**src/rtl/ir_xmit.sv**
```systemverilog
// NEC infrared transmitter: 16-bit {addr, cmd} code sent as a 38 kHz-modulated frame on ir_tx.
// Repeat codes while `hold` is asserted are compiled in only with IR_XMIT_REPEAT_EN defined.
module ir_xmit #(
    parameter int UNIT_CYC    = 15188,
    parameter int CARRIER_CYC = 711,
    parameter int CARRIER_HI  = 237
) (
    input  logic        clk27,
    input  logic        reset_n,
    input  logic [15:0] code,
    input  logic        send_req,
    input  logic        hold,
    output logic        ir_tx,
    output logic        ir_env,
    output logic        busy,
    output logic        done,
    output logic [7:0]  tx_cnt
);

    localparam int UW = (UNIT_CYC > 1) ? $clog2(UNIT_CYC) : 1;
    localparam int CW = (CARRIER_CYC > 1) ? $clog2(CARRIER_CYC) : 1;
    localparam logic [UW-1:0] UNIT_LAST = UW'(UNIT_CYC - 1);
    localparam logic [CW-1:0] CAR_LAST  = CW'(CARRIER_CYC - 1);

    typedef enum logic [3:0] {
        IDLE,
        LEAD_MARK,
        LEAD_SPACE,
        BIT_MARK,
        BIT_SPACE,
        STOP_MARK,
        GAP
`ifdef IR_XMIT_REPEAT_EN
        ,
        REP_MARK,
        REP_SPACE,
        REP_STOP
`endif
    } state_t;

    state_t          state;
    logic [UW-1:0]   unit_cnt;
    logic [7:0]      frame_t;
    logic [3:0]      unit_left;
    logic [4:0]      bit_idx;
    logic [31:0]     payload;
    logic [CW-1:0]   car_ph;
    logic [CW-1:0]   car_nxt;
    logic            car_hi_nxt;
    logic            unit_tick;

`ifndef IR_XMIT_REPEAT_EN
    logic unused_hold;
    assign unused_hold = hold;
`endif

    assign unit_tick = (state != IDLE) && (unit_cnt == UNIT_LAST);

    always_comb begin
        car_nxt    = (car_ph == CAR_LAST) ? '0 : car_ph + 1'b1;
        car_hi_nxt = (int'(car_nxt) < CARRIER_HI);
    end

    // Per-state timing counts down remaining units; the case below overrides
    // the reload and the envelope/carrier on the tick that ends a state.
    always_ff @(posedge clk27 or negedge reset_n) begin
        if (!reset_n) begin
            state     <= IDLE;
            unit_cnt  <= '0;
            frame_t   <= '0;
            unit_left <= '0;
            bit_idx   <= '0;
            payload   <= '0;
            car_ph    <= '0;
            ir_tx     <= 1'b0;
            ir_env    <= 1'b0;
            busy      <= 1'b0;
            done      <= 1'b0;
            tx_cnt    <= '0;
        end else begin
            done <= 1'b0;
            if (state != IDLE)
                unit_cnt <= unit_tick ? '0 : unit_cnt + 1'b1;
            if (unit_tick && frame_t != 8'd192)
                frame_t <= frame_t + 8'd1;
            if (unit_tick && unit_left != '0)
                unit_left <= unit_left - 4'd1;
            if (ir_env) begin
                car_ph <= car_nxt;
                ir_tx  <= car_hi_nxt;
            end

            case (state)
                IDLE: begin
                    if (send_req) begin
                        payload   <= {~code[7:0], code[7:0], ~code[15:8], code[15:8]};
                        unit_cnt  <= '0;
                        frame_t   <= '0;
                        bit_idx   <= '0;
                        unit_left <= 4'd15;
                        busy      <= 1'b1;
                        car_ph    <= '0;
                        ir_env    <= 1'b1;
                        ir_tx     <= (CARRIER_HI > 0);
                        state     <= LEAD_MARK;
                    end
                end
                LEAD_MARK: begin
                    if (unit_tick && unit_left == '0) begin
                        unit_left <= 4'd7;
                        ir_env    <= 1'b0;
                        ir_tx     <= 1'b0;
                        state     <= LEAD_SPACE;
                    end
                end
                LEAD_SPACE: begin
                    if (unit_tick && unit_left == '0) begin
                        unit_left <= 4'd0;
                        car_ph    <= '0;
                        ir_env    <= 1'b1;
                        ir_tx     <= (CARRIER_HI > 0);
                        state     <= BIT_MARK;
                    end
                end
                BIT_MARK: begin
                    if (unit_tick && unit_left == '0) begin
                        unit_left <= payload[0] ? 4'd2 : 4'd0;
                        ir_env    <= 1'b0;
                        ir_tx     <= 1'b0;
                        state     <= BIT_SPACE;
                    end
                end
                BIT_SPACE: begin
                    if (unit_tick && unit_left == '0) begin
                        unit_left <= 4'd0;
                        car_ph    <= '0;
                        ir_env    <= 1'b1;
                        ir_tx     <= (CARRIER_HI > 0);
                        if (bit_idx == 5'd31) begin
                            state <= STOP_MARK;
                        end else begin
                            bit_idx <= bit_idx + 5'd1;
                            payload <= {1'b0, payload[31:1]};
                            state   <= BIT_MARK;
                        end
                    end
                end
                STOP_MARK: begin
                    if (unit_tick && unit_left == '0) begin
                        tx_cnt <= tx_cnt + 8'd1;
                        ir_env <= 1'b0;
                        ir_tx  <= 1'b0;
                        state  <= GAP;
                    end
                end
                GAP: begin
                    if (unit_tick && frame_t == 8'd191) begin
`ifdef IR_XMIT_REPEAT_EN
                        if (hold) begin
                            frame_t   <= '0;
                            unit_left <= 4'd15;
                            car_ph    <= '0;
                            ir_env    <= 1'b1;
                            ir_tx     <= (CARRIER_HI > 0);
                            state     <= REP_MARK;
                        end else begin
                            busy  <= 1'b0;
                            done  <= 1'b1;
                            state <= IDLE;
                        end
`else
                        busy  <= 1'b0;
                        done  <= 1'b1;
                        state <= IDLE;
`endif
                    end
                end
`ifdef IR_XMIT_REPEAT_EN
                REP_MARK: begin
                    if (unit_tick && unit_left == '0) begin
                        unit_left <= 4'd3;
                        ir_env    <= 1'b0;
                        ir_tx     <= 1'b0;
                        state     <= REP_SPACE;
                    end
                end
                REP_SPACE: begin
                    if (unit_tick && unit_left == '0) begin
                        unit_left <= 4'd0;
                        car_ph    <= '0;
                        ir_env    <= 1'b1;
                        ir_tx     <= (CARRIER_HI > 0);
                        state     <= REP_STOP;
                    end
                end
                REP_STOP: begin
                    if (unit_tick && unit_left == '0) begin
                        ir_env <= 1'b0;
                        ir_tx  <= 1'b0;
                        state  <= GAP;
                    end
                end
`endif
                default: state <= IDLE;
            endcase
        end
    end

endmodule

```
**config.mk**
```make
export PLATFORM = sky130hd
export DESIGN_NAME = ir_xmit
export DESIGN_NICKNAME = d
export VERILOG_FILES = /design/src/rtl/ir_xmit.sv
export SDC_FILE = /design/constraint.sdc
export NUM_CORES = 1
export LEC_CHECK = 0
export BUFFER_PORTS_ARGS = -buffer_cell sky130_fd_sc_hd__buf_2
export CORE_ASPECT_RATIO = 0.8
export CORE_UTILIZATION = 43
export DETAILED_ROUTE_END_ITERATION = 7
export PLACE_DENSITY = 0.68
export SYNTH_ARGS = -nofsm -noshare
export SYNTH_HDL_FRONTEND = slang
export SYNTH_SLANG_ARGS = --single-unit
```
**constraint.sdc**
```tcl
create_clock -name clk27 -period 2.4 [get_ports clk27]
set_clock_uncertainty 0.1 [all_clocks]
set_input_delay 0.24 -clock clk27 [delete_from_list [all_inputs] [get_ports clk27]]
set_output_delay 0.24 -clock clk27 [all_outputs]
set_load 0.005 [all_outputs]
```
# After elaboration in Yosys (flattened, before gate mapping)
# Cells that the tools add are included.
op_classes:
  bitwise: 2
  order_cmp: 1
  n_addsub: 6
  eq_ne: 21
  mux: 49
  reduce_logical: 19
op_table:
  columns: ["cell", "count"]
  rows:
  - ["32-bit 2-to-1 mux", 3]
  - ["32-bit one-hot mux with 2 select lines", 1]
  - ["14-bit 2-to-1 mux", 4]
  - ["4-bit 2-to-1 mux", 12]
  - ["10-bit 2-to-1 mux", 4]
  - ["4-bit one-hot mux with 7 select lines", 1]
  - ["8-bit 2-to-1 mux", 3]
  - ["10-bit one-hot mux with 2 select lines", 1]
  - ["8-bit by 1-bit adder with 8-bit output, second input constant", 2]
  - ["2-bit != test, second input constant", 8]
  - ["8-bit NOT", 2]
  - ["4-bit one-hot mux with 4 select lines", 1]
  - ["5-bit 2-to-1 mux", 3]
  - ["14-bit by 1-bit adder with 14-bit output, second input constant", 1]
  - ["14-bit == test, second input constant", 1]
  - ["4-bit by 3-bit == test with 1-bit output, second input constant", 3]
  - ["10-bit by 1-bit adder with 10-bit output, second input constant", 1]
  - ["10-bit == test, second input constant", 1]
  - ["10-bit by 8-bit less-than comparator with 1-bit output, second input constant", 1]
  - ["1-bit 2-to-1 mux", 10]
  - ["5-bit one-hot mux with 2 select lines", 1]
  - ["4-bit by 2-bit == test with 1-bit output, second input constant", 2]
  - ["8-bit == test, second input constant", 1]
  - ["4-bit zero test", 2]
  - ["other kinds (20)", 29]
word_totals:
  regBits: 89

# Depth between registers and ports, before layout
depth:
  ltp_word: 6
  ltp_mapped: 10
  mapped_depth_nobuf: 7

# Least setup slack after synthesis
# OpenSTA, ideal clock, no wires.
synth_timing:
  path_kind: "reg-to-reg"
  from: "register unit_cnt[3]"
  to: "register state[2]"
  path_buffers: 0
  path_stages_with_launch: 6
  setup_time_ps: 121
  arrival_ps: 1990
  setup_slack_ps: 189
  path_cell_list: "dfrtp_1 > or4b_4 > nor4_4 > nand2_2 > o31a_1 > o22a_1"
synth_between:
  elab_chain_len: 5
  word_cells_on_any_way: 11
synth_rtl:
  columns: ["element", "line", "text"]
  rows:
  - ["from (decl)", "42", "logic [UW-1:0] unit_cnt;"]
  - ["from (signal assigned)", "83", "unit_cnt <= unit_tick ? '0 : unit_cnt + 1'b1;"]
  - ["14-bit == test *", "57", "assign unit_tick = (state != IDLE) && (unit_cnt == UNIT_LAST);"]
  - ["1-bit logical AND *", "57", null]
  - ["1-bit logical AND, on equally long branches", null, null]
  - ["2-bit != test (no source line)", null, null]
  - ["7-bit AND reduction (no source line) *", null, null]
  - ["to (signal assigned)", "113", "state <= LEAD_SPACE;"]
  - ["to (signal assigned)", "130", "state <= BIT_SPACE;"]
  - ["to (signal assigned)", "153", "state <= GAP;"]
  - ["to (decl)", "41", "state_t state;"]
# Mark *: on every way between the ends. The rest lies on a longest branch, timed or not.
# A chain may end at the register's enable or synchronous reset.

# Final worst setup path
layout_timing:
  from: "register unit_cnt[3]"
  to: "register frame_t[7]"
layout_between:
  elab_chain_len: 6
layout_rtl:
  columns: ["element", "line", "text"]
  rows:
  - ["14-bit == test *", "57", null]
  - ["1-bit logical AND *", "57", null]
  - ["1-bit logical AND *", "84", "if (unit_tick && frame_t != 8'd192)"]
  - ["8-bit 2-to-1 mux *", "84", null]
  - ["8-bit 2-to-1 mux", "95", "if (send_req) begin"]
  - ["8-bit 2-to-1 mux *", "93", "case (state)"]
  - ["to (signal assigned)", "85", "frame_t <= frame_t + 8'd1;"]
  - ["to (decl)", "43", "logic [7:0] frame_t;"]
# Marks and branches as above.

==> PnR_summary.wiki <==
{| class="wikitable"
! Metric !! Value
|-
| Outcome || finished clean
|-
| Residual overflow from global routing || 0
|-
| Vert. Die Dim || 94.6 µm
|-
| Final-layout worst hold slack || 15.6 ps
|-
| Worst slew margin || 53.4%
|-
| Placeable Area || 10300 µm²
|-
| Slew at the pin with the worst max-slew slack || 693 ps
|-
| XOR/XNOR share of the synthesized area || 6.08%
|-
| Power density over cell area || 547 nW/µm²
|-
| Highest fanout seen on the critical path || 7
|-
| Pre-CTS setup slack || 163 ps
|-
| Most common library cell in the layout ignoring fill and taps || dfrtp_1
|-
| Startpoint Class || register
|-
| Final net count || 573
|-
| Met1 Routed Length || 5.09 mm
|-
| Post-synth EDFFs || 0
|-
| Dominant combinational cell family by area after synthesis || simple AND/OR/NAND/NOR gates
|-
| Pwr Total || 2.94 mW
|-
| R2R Path Start || unit_cnt[3]
|-
| Post-Synth Adder-Cell Area || 2.71%
|-
| Die outline width || 118 µm
|-
| Full die area || 11100 µm²
|-
| Vias after detailed routing || 3760
|-
| Count of synthesis-stage warnings from yosys || 0
|-
| Commonest non-fill, non-tap cells in the layout || 88 x dfrtp_1, 61 x nor2_1, 58 x nand2_1, 35 x o21ai_0, 33 x a21oi_1
|-
| Number of buffers inserted to repair setup after CTS || 0
|-
| Largest net degree at the start of global routing || 54
|-
| Path type of the worst setup path || register to register
|-
| Uppermost signal routing layer after detailed routing || met4
|-
| Met2 wire length || 4.46 mm
|-
| Length of routed met3 wiring || 406 µm
|-
| Hold path depth || 2
|-
| Number of endpoints with negative hold slack in the final report || 0
|-
| Fraction of registers with async set/reset || 100%
|-
| Clock latency on the worst-skew pair || 340 ps
|-
| Hold/Removal Path Class || primary input to register
|-
| Maximum clock frequency || 440 MHz
|-
| Number of I/O pins || 32
|-
| Number of fill cells in the layout || 958
|-
| Via count of the first global-routing pass || 3516
|-
| Number of I/O port buffers || 30
|-
| Via density per instance || 5.47
|-
| CTS tree || done
|-
| HP Start || code[7]
|-
| Initial cell density of the core || 44.7%
|-
| Unrepaired setup endpoints after global routing || no
|-
| H-tree levels || 3
|-
| Num CTS Buffers || 9
|-
| Sequential area share after synthesis || 47.8%
|-
| Initial antenna violation count || 0
|-
| Total routing usage reported by global routing || 19.0%
|-
| Critical Path RT || 2520 ps
|-
| Setup tns final || 0 ps
|-
| Multiplexer share of the synthesized area || 0.950%
|-
| Cell Rows || 33
|-
| Peak VDD IR || 308 µV
|-
| Buffer cell driving the clock tree root || clkbuf_16
|-
| Clock period minus final worst setup slack || 2270 ps
|-
| Mapped Nets || 530
|-
| FF-to-FF End || frame_t[7]
|-
| Final instance count without filler cells || 688
|-
| Routed wire length || 10.0 mm
|-
| Number of cells on the worst reg-to-reg path || 6
|-
| Share of the synthesized area in compound gates (AO/OA/AOI/OAI) || 15.7%
|-
| Distinct cell type count after synthesis || 55
|-
| Area Growth Syn to Fin || 16.7%
|-
| DRC Markers || 0
|-
| GP Congestion || 0.852
|-
| DRC marker count from the first detailed-route iteration || 175
|-
| Final clock period utilization by the worst path || 94.7%
|-
| Post-Place Cells || 671
|-
| Post-detailed-route wirelength per cell || 14.6 µm
|-
| Dominant register cell in the synthesized netlist || dfrtp_1
|-
| Crit. End Element || register
|-
| Worst-path clk slew || 60 ps
|-
| Maximum Capacitance Violations || 0
|-
| Clock tree buffer depth || 2
|-
| Synthesized instance count || 500
|-
| Endpoints failing setup || 0
|-
| Final critical-path setup slack || 128 ps
|-
| Post-detailed-route count of antenna-violating nets || 0
|-
| HPWL after detailed placement || 7.02 mm
|-
| Hold Path Sink || payload[31]
|-
| Minimum setup slack among reg-to-reg paths || 130 ps
|-
| Final slew viol count || 0
|-
| Layout cells sized above 1 || 16.1%
|-
| Number of clock sinks seen by CTS || 88
|-
| Flop and latch count out of synthesis || 88
|-
| Static Leakage || 2.48 nW
|-
| Data arrival at the endpoint of the critical path || 2390 ps
|-
| Summed instance area of the synthesized netlist || 4610 µm²
|-
| Simple-Gate Fraction of Synth Area || 23.7%
|-
| Mean Syn Cell Area || 9.22 µm²
|-
| Pre-antenna DRT Iters || 4
|-
| Antenna diode count || 0
|-
| First-pass GRT wire length || 17.0 mm
|}
-- through the flow --
stage | cell area, µm² | utilization, %
floorplan | 4610 | -
CTS | 5360 | 51.9
global placement | 5050 | 49.0
finish | 5380 | 52.1
global route | 5380 | 52.1
detailed placement | 5050 | 49.0
-- how the worst max path moves through the flow --
| stage | cells after the start | startpoint | to | slack [ps] |
|---|---|---|---|---|
| final | 6 | unit_cnt[3] | frame_t[7] | 130 |
| after global routing | 6 | unit_cnt[3] | frame_t[7] | 20 |
| after CTS | 6 | unit_cnt[0] | bit_idx[3] | 140 |
| after detailed placement | 6 | unit_cnt[3] | busy | 160 |
| after global placement | 6 | unit_cnt[3] | busy | 200 |
| after floorplan | 5 | unit_cnt[3] | state[2] | 190 |
-- flip-flops by register name (all words and copies together), names as in the netlist --
name       flops
payload       32
unit_cnt      14
car_ph        10
frame_t        8
tx_cnt         8
bit_idx        5
unit_left      4
state          3
busy           1
done           1
ir_env         1
ir_tx          1
-- metal layers --
metal,track usage (%),up-vias
met3,4.41,9
met4,4.38,0
li1,-,1872
met1,26.8,1821
met2,29.8,58
met5,0,-
-- kinds of logic after synthesis --
| family | count (synthesis) |
|---|---|
| compound gates | 119 |
| xor+xnor | 32 |
| fa+ha+maj | 10 |
| buf+inv | 35 |
| flops | 88 |
| mux | 4 |
| simple gates | 212 |
-- critical path: stages (launching register included) --
cell and delay (ps):
dfrtp_1 440, nor4b_1 340, buf_4 180, nand4_1 340, nor4_1 520, xnor2_1 180, nor2_1 60
-- area by class of cell --
class,instances,area (µm²),share of cell area [%]
clock inverter,7,70.1,1.30
tap,140,175,3.26
inverter,10,37.5,0.698
clock buffer,9,225,4.19
multi-input combinational,377,2290,42.5
sequential,88,2200,40.9
timing repair buffer,57,383,7.12
-- synthesized netlist by cell type, types with 2 or more instances --
cell | count | area (µm²)
o31a_1 | 2 | 17.5
a22o_1 | 8 | 70.1
inv_1 | 10 | 37.5
nand2b_1 | 3 | 18.8
nor2_1 | 61 | 229
nor4_1 | 4 | 25.0
dfrtp_1 | 88 | 2200
a21o_1 | 9 | 67.6
clkbuf_1 | 17 | 63.8
nand4bb_1 | 2 | 22.5
o31ai_1 | 3 | 22.5
nand3b_1 | 3 | 22.5
or3b_2 | 2 | 17.5
ha_1 | 10 | 125
xnor2_1 | 18 | 158
a31oi_1 | 7 | 43.8
or4_1 | 2 | 15.0
or3_1 | 5 | 31.3
a22oi_1 | 3 | 22.5
nor3_1 | 9 | 45.0
buf_2 | 7 | 35.0
nor4bb_1 | 3 | 30.0
nand3_1 | 18 | 90.1
nand2_1 | 58 | 218
nor3b_1 | 3 | 22.5
and4_1 | 3 | 26.3
a21oi_1 | 33 | 165
a211oi_1 | 2 | 15.0
xor2_1 | 14 | 123
o21ai_1 | 5 | 25.0
and3_1 | 8 | 50.1
and2_1 | 2 | 12.5
mux2_2 | 3 | 33.8
o21ai_0 | 35 | 175
o211ai_1 | 3 | 22.5
nor3_2 | 2 | 20.0
nand4_1 | 16 | 100
nor4_4 | 2 | 42.5
-- power by group --
| group | internal [mW] | switching, mW |
|---|---|---|
| clock | 0.806 | 0.593 |
| sequential | 1.48 | 0 |
| combinational | 0.0205 | 0.0419 |
-- timing repair --
action | 4_1_cts | 5_1_grt
gates resized for setup | 0 | 4
hold endpoints to repair | 35 | 0
setup endpoints to repair | 0 | 21
hold buffers | 1 | 0
Note: power is estimated with default switching activity, not from simulation.
